==> src/rtl/seq_detect_prog.sv <==
// Runtime-programmable serial pattern detector with overlap control and saturating match counter.
// DOUT rises the cycle after the completing bit is accepted; configuration writes take priority over data.
module seq_detect_prog #(
  parameter int MAX_LEN = 8,
  parameter int LEN_W   = $clog2(MAX_LEN + 1),
  parameter int CNT_W   = 8
) (
  input  logic               CLK,
  input  logic               RESET_N,
  input  logic               DIN_VALID,
  input  logic               DIN,
  input  logic               CFG_WE,
  input  logic [MAX_LEN-1:0] CFG_PATTERN,
  input  logic [LEN_W-1:0]   CFG_LEN,
  input  logic               CFG_OVERLAP,
  input  logic               CNT_CLR,
  output logic               DOUT,
  output logic [CNT_W-1:0]   MATCH_CNT,
  output logic               ARMED,
  output logic               CFG_ERR
);

  localparam logic [1:0] UNCFG = 2'd0;
  localparam logic [1:0] FILL  = 2'd1;
  localparam logic [1:0] ARMD  = 2'd2;

  logic [1:0]         state, state_nxt;
  logic [MAX_LEN-1:0] hist, hist_nxt, hist_sh, pat, mask;
  logic [LEN_W-1:0]   len, fill, fill_nxt, fill_inc;
  logic               ovl;
  logic               cfg_ok, accept, full, hit, match;
  logic [CNT_W-1:0]   cnt_nxt;

  always_comb begin
    cfg_ok     = (CFG_LEN != '0) && (CFG_LEN <= LEN_W'(MAX_LEN));
    accept     = DIN_VALID && !CFG_WE && (state != UNCFG);
    hist_sh    = hist << 1;
    hist_sh[0] = DIN;
    mask       = ~({MAX_LEN{1'b1}} << len);
    hit        = (((hist_sh ^ pat) & mask) == '0);
    fill_inc   = fill + LEN_W'(1);
    // A compare is only meaningful once LEN fresh bits are in the history.
    full       = (state == ARMD) || (fill_inc == len);
    match      = accept && full && hit;

    state_nxt = state;
    hist_nxt  = hist;
    fill_nxt  = fill;
    if (CFG_WE) begin
      if (cfg_ok) begin
        hist_nxt  = '0;
        fill_nxt  = '0;
        state_nxt = FILL;
      end
    end else if (accept) begin
      hist_nxt = hist_sh;
      if (match && !ovl) begin
        fill_nxt  = '0;
        state_nxt = FILL;
      end else if (full) begin
        fill_nxt  = len;
        state_nxt = ARMD;
      end else begin
        fill_nxt = fill_inc;
      end
    end

    cnt_nxt = MATCH_CNT;
    if (match) begin
      if (CNT_CLR)               cnt_nxt = CNT_W'(1);
      else if (~&MATCH_CNT)      cnt_nxt = MATCH_CNT + CNT_W'(1);
    end else if (CNT_CLR) begin
      cnt_nxt = '0;
    end
  end

  always_ff @(posedge CLK or negedge RESET_N) begin
    if (!RESET_N) begin
      state     <= UNCFG;
      hist      <= '0;
      fill      <= '0;
      pat       <= '0;
      len       <= '0;
      ovl       <= 1'b0;
      DOUT      <= 1'b0;
      MATCH_CNT <= '0;
      CFG_ERR   <= 1'b0;
    end else begin
      state     <= state_nxt;
      hist      <= hist_nxt;
      fill      <= fill_nxt;
      DOUT      <= match;
      MATCH_CNT <= cnt_nxt;
      CFG_ERR   <= CFG_WE && !cfg_ok;
      if (CFG_WE && cfg_ok) begin
        pat <= CFG_PATTERN;
        len <= CFG_LEN;
        ovl <= CFG_OVERLAP;
      end
    end
  end

  assign ARMED = (state == ARMD);

endmodule

==> config.mk <==
export PLATFORM = sky130hd
export DESIGN_NAME = seq_detect_prog
export DESIGN_NICKNAME = d
export VERILOG_FILES = /design/src/rtl/seq_detect_prog.sv
export SDC_FILE = /design/constraint.sdc
export NUM_CORES = 1
export LEC_CHECK = 0
export ABC_AREA = 1
export BUFFER_PORTS_ARGS = -buffer_cell sky130_fd_sc_hd__clkbuf_2
export CORE_AREA = 2 2 66 84
export CTS_BUF_LIST = sky130_fd_sc_hd__clkbuf_8
export DETAILED_ROUTE_END_ITERATION = 16
export DIE_AREA = 0 0 68 86
export GPL_TIMING_DRIVEN = 0
export PLACE_DENSITY = 0.68
export SLEW_MARGIN = 20
export SYNTH_ARGS = -nofsm -noshare
export SYNTH_HDL_FRONTEND = slang
export SYNTH_SLANG_ARGS = --single-unit
==> constraint.sdc <==
create_clock -name CLK -period 2 [get_ports CLK]
set_clock_uncertainty 0.1 [all_clocks]
set_input_delay 0.4 -clock CLK [delete_from_list [all_inputs] [get_ports CLK]]
set_output_delay 0.4 -clock CLK [all_outputs]
set_load 0.05 [all_outputs]
==> run_results.csv, run 1 <==
group,metric,value,unit
timing,setup_violations,0,
detailed_routing,wl_per_cell,12.1,um
setup_path,r2r-end,"MATCH_CNT[4]",
global_routing,antenna_found_initial,0,
placed_design,hpwlAfterDp,3340,um
detailed_routing,ant_nets,0,
setup_path,cp.arrival,1.29,ns
timing,period_needed,1.79,ns
layout,syn_to_final_growth,17.6,%
synth,synth_edf_count,0,
global_routing,grt_pass1_vias,1744,
detailed_routing,wirelength,4520,um
synth,avgSynthCellArea,7.46,um2
timing,fmaxAchievable,558,MHz
floorplan,die_h,86,um
power_and_ir_drop,leakage,0.00126,uW
floorplan,core,0.00501,mm2
setup_path,path_class,"flip-flop to primary output",
detailed_routing,vias,1831,
detailed_routing,drc,0,
synth,yosys.cell_types.count,31,
placed_design,pre_cts_slack,0.0779,ns
synth,ys_ff_latch,36,
setup_path,r2r-start,"fill[0]",
synth,yosysWarnings,0,
global_routing,grt_use_total,17.4,%
power_and_ir_drop,pwr_density_cell,932,mW/mm2
setup_path,cp-start-kind,"flip-flop",
synth,seq_area_frac_synth,44.6,%
placed_design,io_buffer_count,29,
layout,drive_gt1_share,20.6,%
synth,synth_most_common_cell,"nand2_1",
synth,synth_area_leaders,"dfrtp_1, nand2_1, nand3_1",
detailed_routing,drt_iter0_drc,98,
cts,cts.sinks,36,
timing,rsz0062_at_grt,"false",
min_path,min-delay-path-class,"input pin to asynchronous set/reset pin",
synth,async_reset_ff_share,100,%
setup_path,worst-path-max-fanout,5,
cts,cts_tree,"done",
synth,synth_ff_type,"dfrtp_1",
synth,syn_area,0.00202,mm2
cts,cts-root-buf,"clkbuf_8",
floorplan,start_util,40.4,%
floorplan,die_x,68,um
floorplan,row_count,29,
floorplan,die-area,0.00585,mm2
synth,yosys.area.top_type_share,44.6,%
timing,slew_violations,0,
synth,synth_cells,271,
cts,clock_latency,0.29,ns
detailed_routing,firstDrtPassIters,4,
synth,synthTopCellsByCount,"nand2_1, dfrtp_1, inv_1",
layout,diodes,0,
timing,slew_headroom,39.0,%
global_routing,grt_overflow,0,
cts,h-tree-depth,2,
cts,cts-buffers-inserted,5,
synth,synth_top_area_cell,"dfrtp_1",
synth,syn_nets,292,
cts,cts_buffer_depth,2,
floorplan,io_pins,30,
setup_path,ff2ff_path_depth,9,
cts,cts_hold_buf,0,
placed_design,gp_congestion,0.846,
detailed_routing,viasPerCell,4.91,
timing,worstMarginPinSlew,0.915,ns
timing,finalHoldViolCount,0,
flow_run,cap_violations,0,
global_routing,grt_pass1_wl,7670,um
setup_path,r2r_slack,0.21,ns
timing,final_min_period_over_clock_period,89.6,%
timing,setup_tns,0,ns
setup_path,end_kind,"primary output",
power_and_ir_drop,vdd_ir_drop_max,0.422,mV
layout,nets,331,
global_routing,grt_max_degree,37,
timing,worst_slack,0.207,ns
cts,clkSlewWorstSetupHoldPaths,0.07,ns
setup_path,cp.required,1.50,ns
run_status,status,"completed",
-- cells by family after synthesis --
group / count (synthesis) / share of synthesized area (%)
AO/OA/AOI/OAI: 28 / 7.67
buffers and inverters: 42 / 8.35
flip-flops: 36 / 44.6
multiplexers: 3 / 1.55
adder cells (fa/ha/maj): 2 / 1.24
XOR/XNOR: 5 / 2.17
AND/OR/NAND/NOR: 155 / 34.5
-- worst max-delay path by stage --
stage          slack [ns]  depth (start not counted)         start           end
5_1_grt             0.005                         10       fill[0]  MATCH_CNT[3]
3_3_place_gp          0.1                         10       fill[0]  MATCH_CNT[6]
6_report             0.21                          2      state[0]         ARMED
4_1_cts              0.07                         10       fill[0]  MATCH_CNT[6]
3_5_place_dp         0.08                         10       fill[0]  MATCH_CNT[6]
2_1_floorplan        0.01                          8  MATCH_CNT[0]  MATCH_CNT[3]
-- sequential cells by signal, indices dropped and copies added (netlist names) --
register	count
pat	8
MATCH_CNT	8
len	4
hist	7
DOUT	1
CFG_ERR	1
state	2
ovl	1
fill	4
-- critical path: stages, from the launching register on --
cell      delay (ns)
dfrtp_1         0.40
nor2_2          0.27
clkbuf_2        0.33
-- power breakdown --
part           internal (uW)  switching, uW
sequential               840           99.0
clock                    271            253
combinational            288            465
-- cell type report --
class	count	area, um2
Clock buffer	6	82.6
Buffer	5	28.8
Multi-Input combinational cell	193	972
Clock inverter	2	7.51
Tap cell	62	77.6
Fill cell	526	2630
Sequential cell	36	902
Inverter	37	140
Timing Repair Buffer	32	168
-- per-stage QoR --
step           total power [uW]  utilization (%)  instances  cell area [um2]  hold slack [ns]
2_1_floorplan              1470                -        271             2020          0.00441
3_3_place_gp               1630             44.8        362             2240            0.374
3_5_place_dp               1650             44.8        362             2240            0.394
4_1_cts                    2180             46.6        370             2330            0.175
5_1_grt                    2410             47.5        373             2380            0.202
6_report                   2220             47.5        373             2380            0.135
-- timing repair --
action | 4_1_cts | 5_1_grt
buffers inserted | 0 | 3
gates resized for setup | 0 | 4
endpoints found under the setup margin | 0 | 14
-- routing by layer --
metal / up-vias / track usage (%) / routed length (um)
li1: 938 / - / -
met1: 860 / 20.8 / 1970
met2: 28 / 29.8 / 2330
met3: 5 / 4.33 / 165
met4: 0 / 5.45 / 43
met5: - / 0 / 0
-- cell usage in the layout (no fill, tap or decap), types with 3 or more instances in the layout --
cell | Yosys | routed
clkbuf_2 | 0 | 29
clkbuf_8 | 0 | 6
inv_1 | 32 | 34
o21ai_1 | 5 | 5
inv_2 | 4 | 4
buf_4 | 2 | 5
dfrtp_1 | 36 | 35
nand4_1 | 6 | 6
o31ai_1 | 3 | 3
nand2_1 | 98 | 97
nand3_1 | 26 | 26
o21ai_0 | 16 | 16
xnor2_1 | 3 | 3
nor2_1 | 11 | 11
Power figures use the tool's default switching activity.
==> inputs of run 2 (changes only) <==
ABC_AREA = unset   (was 1)
CORE_AREA = 2 2 61 77   (was 2 2 66 84)
DIE_AREA = 0 0 63 79   (was 0 0 68 86)
PLACE_DENSITY = 0.74   (was 0.68)
clock period = 1.7 ns   (was 2 ns; I/O delays follow)
==> run_results.csv, run 2 <==
group,metric,value,unit
run_status,status,"complete, but fails checks",
run_status,violations,"setup timing",
placed_design,io_buffer_count,28,
placed_design,gp_congestion,0.773,
layout,nets,248,
setup_path,crit_start,"len[3]",
synth,avgSynthCellArea,10.2,um2
detailed_routing,ant_nets,0,
floorplan,row_count,27,
setup_path,worst-path-max-fanout,8,
setup_path,path_class,"flip-flop to flip-flop",
cts,cts-buffers-inserted,5,
timing,worst_slack,-0.411,ns
setup_path,cp.arrival,2.23,ns
timing,finalHoldViolCount,0,
cts,cts-root-buf,"clkbuf_8",
layout,top_regs,"MATCH_CNT: 8 flops, pat: 8 flops, hist: 7 flops",
flow_run,cap_violations,0,
detailed_routing,firstDrtPassIters,4,
detailed_routing,viasPerCell,5.36,
timing,period_needed,2.11,ns
detailed_routing,wirelength,4050,um
timing,slew_violations,0,
power_and_ir_drop,power.net_switching,861,uW
synth,syn_area,0.00186,mm2
layout,layout_commonest_cell,"dfrtp_1",
layout,diodes,0,
floorplan,start_util,43.5,%
global_routing,grt_use_total,17.5,%
setup_path,cp-start-kind,"flip-flop",
timing,rsz0062_at_grt,"true",
detailed_routing,drc,0,
cts,h-tree-depth,2,
synth,synthTopCellsByCount,"dfrtp_1, nand2_1, o21ai_0",
cts,cts_hold_buf,0,
floorplan,io_pins,30,
detailed_routing,met3_length,137,um
synth,yosys.area.top_type_share,48.3,%
detailed_routing,drt_iter0_drc,53,
synth,synth_area_leaders,"dfrtp_1, mux2_2, nand2_1",
global_routing,grt_pass1_vias,1471,
placed_design,hpwlAfterDp,2730,um
detailed_routing,top_layer,"met4",
global_routing,grt_overflow,0,
power_and_ir_drop,combPwrFrac,32.5,%
detailed_routing,wl_met2,2170,um
cts,cts.sinks,36,
power_and_ir_drop,clkPwrFrac,26.3,%
min_path,min-delay-path-class,"input pin to asynchronous set/reset pin",
layout,syn_to_final_growth,30.2,%
floorplan,die_x,63,um
detailed_routing,vias,1533,
synth,synth_cells,182,
power_and_ir_drop,leakage,0.00107,uW
timing,setup_tns,-4.27,ns
synth,synth_most_common_cell,"dfrtp_1",
timing,setup_violations,14,
synth,yosysWarnings,0,
cts,cts_buffer_depth,2,
synth,syn_nets,203,
cts,clock_latency,0.29,ns
timing,worstMarginPinSlew,0.881,ns
power_and_ir_drop,power_frac_seq,41.2,%
setup_path,r2r-start,"len[3]",
synth,async_reset_ff_share,100,%
setup_path,crit_slowest_cell,"or3_4",
global_routing,grt_pass1_wl,6770,um
detailed_routing,wl_per_cell,14.1,um
synth,synth_top_area_cell,"dfrtp_1",
cts,cts_tree,"done",
setup_path,end_kind,"flip-flop",
setup_path,crit_top_cell,"or3_4",
power_and_ir_drop,pwr_density_cell,1130,mW/mm2
timing,fmaxAchievable,474,MHz
timing,final_min_period_over_clock_period,124,%
power_and_ir_drop,vdd_ir_drop_max,0.828,mV
power_and_ir_drop,intPower,1880,uW
floorplan,die-area,0.00498,mm2
timing,slew_headroom,41.3,%
synth,ys_ff_latch,36,
global_routing,grt_max_degree,37,
floorplan,core,0.00429,mm2
setup_path,cp_cell_sequence,"buf_6 > or3_4 > a21oi_4 > o2111a_1 > nand3_2 > buf_4 > or3_4 > a21oi_2",
layout,utilization,56.6,%
setup_path,slowest_delay,0.40,ns
setup_path,cp.required,1.82,ns
layout,drive_gt1_share,40.8,%
cts,clkSlewWorstSetupHoldPaths,0.07,ns
detailed_routing,met1_length,1650,um
floorplan,die_h,79,um
layout,final_cell_mix,"dfrtp_1, clkbuf_2, nand2_1, o21ai_0, mux2_2",
power_and_ir_drop,swShare,31.4,%
global_routing,antenna_found_initial,0,
synth,seq_area_frac_synth,48.3,%
synth,synth_ff_type,"dfrtp_1",
synth,yosys.cell_types.count,45,
synth,synth_edf_count,0,
run 2: logic make-up (layout without fill, tap and decap cells):
kind of cell               count (synthesis)  in the layout  synth area share, %
buffers and inverters                     14             60                 3.36
and+or+nand+nor                           57             57                 15.9
adders and majority gates                  2              2                 1.34
xor gates and xnor gates                  15             15                 7.05
AOI/OAI and AO/OA                         44             44                 15.7
DFF                                       36             36                 48.3
muxes                                     14             14                 8.32
run 2: power by group through the flow:
| stage | Sequential (uW) | Combinational [uW] | Clock (uW) |
|---|---|---|---|
| floorplan | 1110 | 495 | 0 |
| finish | 1130 | 891 | 721 |
| global placement | 1130 | 626 | 0 |
| detailed placement | 1130 | 648 | 0 |
| CTS | 1100 | 779 | 742 |
| global route | 1150 | 973 | 783 |
run 2: metal layers:
metal | global-route usage (%) | vias up
met5 | 0 | -
met4 | 7.33 | 0
met3 | 3.82 | 10
met2 | 31.5 | 31
met1 | 19.9 | 751
li1 | - | 741
run 2: final cells by class:
type	count	area [um2]
Buffer	7	48.8
Clock buffer	5	68.8
Clock inverter	3	38.8
Fill cell	389	1860
Inverter	6	22.5
Multi-Input combinational cell	132	1030
Sequential cell	36	906
Tap cell	58	72.6
Timing Repair Buffer	39	240
run 2: repair_timing:
item | CTS | global route
pin swaps | 4 | 10
buffers inserted | 8 | 3
setup endpoints to repair | 26 | 23
cloned | 0 | 0
resized for setup | 11 | 26
run 2: metrics by stage:
step	power (uW)	instance area (um2)	worst slack, ns	hold WS (ns)	cells
floorplan	1610	1890	-0.268	-0.0556	182
global placement	1760	2100	-0.445	0.390	268
detailed placement	1780	2100	-0.481	0.398	268
CTS	2630	2310	-0.392	0.0847	283
global route	2900	2430	-0.483	0.125	286
finish	2740	2430	-0.411	0.0535	286
run 2: final timing paths:
check                          endpoint  slack, ns  cells after the start
max in group asynchronous  MATCH_CNT[1]       0.83                      1
setup reg to reg           MATCH_CNT[7]      -0.41                      8
hold / removal                   pat[4]       0.05                      1
setup / recovery           MATCH_CNT[7]      -0.41                      8
hold reg to reg                     ovl       0.41                      1
min in group CLK                 len[3]       0.17                      2
run 2: critical path, delay by kind of cell (launching register included):
family,cells,cell delay (ns)
AOI/OAI and AO/OA,3,0.45
buffers and inverters,2,0.29
DFF,1,0.37
and+or+nand+nor,3,0.82
==> inputs of run 3 (changes only) <==
ABC_AREA = 1   (was unset)
CORE_AREA = 3 3 64 81   (was 2 2 61 77)
CTS_CLUSTER_SIZE = 12   (was unset)
DIE_AREA = 0 0 67 84   (was 0 0 63 79)
PLACE_DENSITY = 0.73   (was 0.74)
==> run_results.csv, run 3 (same netlist as run 1, synthesis figures left out) <==
group,metric,value,unit
timing,slew_headroom,40.3,%
power_and_ir_drop,power_frac_seq,41.6,%
cts,cts-buffers-inserted,5,
setup_path,cp.arrival,1.85,ns
global_routing,grt_max_degree,37,
power_and_ir_drop,swShare,37.8,%
power_and_ir_drop,pwr_density_cell,1080,mW/mm2
global_routing,grt_pass1_vias,1862,
timing,period_needed,1.76,ns
power_and_ir_drop,combPwrFrac,37.2,%
setup_path,path_class,"flip-flop to flip-flop",
run_status,violations,"setup timing",
floorplan,io_pins,30,
timing,worst_slack,-0.0617,ns
flow_run,cap_violations,0,
layout,fin_area,0.00248,mm2
layout,final_cells,373,
floorplan,die-area,0.00563,mm2
detailed_routing,vias,1877,
power_and_ir_drop,leakage,0.00128,uW
timing,finalHoldViolCount,0,
layout,nets,335,
cts,clock_latency,0.29,ns
detailed_routing,viasPerCell,5.03,
detailed_routing,wirelength,4490,um
floorplan,die_x,67,um
floorplan,die_h,84,um
setup_path,cp.required,1.79,ns
setup_path,cp-start-kind,"flip-flop",
global_routing,grt_use_total,18.2,%
timing,setup_tns,-0.347,ns
power_and_ir_drop,power,2670,uW
layout,top_regs,"MATCH_CNT: 8 flops, pat: 8 flops, hist: 7 flops",
cts,h-tree-depth,2,
detailed_routing,drc,0,
detailed_routing,met1_length,1790,um
layout,final_cell_mix,"nand2_1, inv_1, dfrtp_1, clkbuf_2, nand3_1",
cts,cts_buffer_depth,2,
timing,fmaxAchievable,568,MHz
global_routing,grt_pass1_wl,7870,um
timing,rsz0062_at_grt,"true",
detailed_routing,wl_met2,2360,um
detailed_routing,drt_iter0_drc,55,
setup_path,worst-path-max-fanout,8,
detailed_routing,firstDrtPassIters,4,
layout,diodes,0,
placed_design,gp_congestion,0.832,
timing,worstMarginPinSlew,0.895,ns
placed_design,place_inst,358,
detailed_routing,top_layer,"met4",
setup_path,ff2ff_path_depth,9,
power_and_ir_drop,power.net_switching,1010,uW
setup_path,end_kind,"flip-flop",
placed_design,hpwlAfterDp,3320,um
floorplan,row_count,27,
detailed_routing,ant_nets,0,
setup_path,r2r_slack,-0.06,ns
timing,setup_violations,11,
detailed_routing,wl_per_cell,12.0,um
placed_design,pre_cts_slack,-0.200,ns
layout,syn_to_final_growth,22.6,%
layout,drive_gt1_share,27.3,%
cts,clkSlewWorstSetupHoldPaths,0.07,ns
power_and_ir_drop,vdd_ir_drop_max,0.763,mV
floorplan,start_util,45.3,%
global_routing,grt_overflow,0,
min_path,min-delay-path-class,"input pin to asynchronous set/reset pin",
cts,cts_tree,"done",
global_routing,antenna_found_initial,0,
power_and_ir_drop,intPower,1660,uW
floorplan,core,0.00446,mm2
timing,final_min_period_over_clock_period,104,%
cts,cts-root-buf,"clkbuf_8",
placed_design,io_buffer_count,29,
run_status,status,"complete, but fails checks",
power_and_ir_drop,clkPwrFrac,21.3,%
layout,nFillCells,433,
placed_design,placed_area,0.00226,mm2
layout,layout_commonest_cell,"nand2_1",
timing,slew_violations,0,
detailed_routing,met3_length,191,um
cts,cts.sinks,36,
run 3: area by class of cell:
type / instances / area (um2) / area share (%)
Buffer: 5 / 28.8 / 1.16
Clock buffer: 5 / 68.8 / 2.78
Clock inverter: 3 / 12.5 / 0.505
Inverter: 37 / 141 / 5.70
Multi-Input combinational cell: 193 / 1050 / 42.3
Sequential cell: 36 / 908 / 36.6
Tap cell: 58 / 72.6 / 2.93
Timing Repair Buffer: 36 / 198 / 7.98
run 3: power groups by stage:
| stage | logic (uW) | clock network [uW] | registers [uW] |
|---|---|---|---|
| after global placement | 796 | 0 | 1120 |
| after detailed placement | 819 | 0 | 1120 |
| after global routing | 1130 | 631 | 1130 |
| after floorplan | 626 | 0 | 1110 |
| after CTS | 912 | 589 | 1100 |
| final | 992 | 567 | 1110 |
run 3: final timing paths:
kind,start,end
min in group CLK,CFG_PATTERN[5],pat[5]
hold / removal,RESET_N,MATCH_CNT[5]
hold reg to reg,state[1],state[1]
setup reg to reg,fill[1],MATCH_CNT[4]
max in group asynchronous,RESET_N,len[3]
setup / recovery,fill[1],MATCH_CNT[4]
run 3: what timing repair did:
| action | 4_1_cts | 5_1_grt |
|---|---|---|
| resized for setup | 6 | 17 |
| setup endpoints to repair | 15 | 16 |
| hold buffers | 0 | 0 |
| pin swaps | 6 | 16 |
| setup buffers | 2 | 5 |
| hold endpoints to repair | 0 | 0 |
run 3: stage by stage:
stage / utilization (%) / hold WS (ns)
after floorplan: - / -0.0556
after global placement: 50.6 / 0.379
after detailed placement: 50.6 / 0.388
after CTS: 53.6 / 0.0984
after global routing: 55.6 / 0.129
final: 55.6 / 0.0599
run 3: worst max-delay path, cell delays in order, from the launching register on:
cell and delay, ns:
dfrtp_1 0.41, ha_4 0.29, xnor2_2 0.10, nand2_1 0.08, nor2_2 0.12, nand3_2 0.10
nand2_4 0.12, nand3_4 0.14, nand2_4 0.13, o21ai_1 0.07
run 3: layer usage:
metal,GRT usage (%),vias up
met5,0,-
met2,30.9,40
met4,9.78,0
met1,19.9,880
met3,4.99,14
li1,-,943
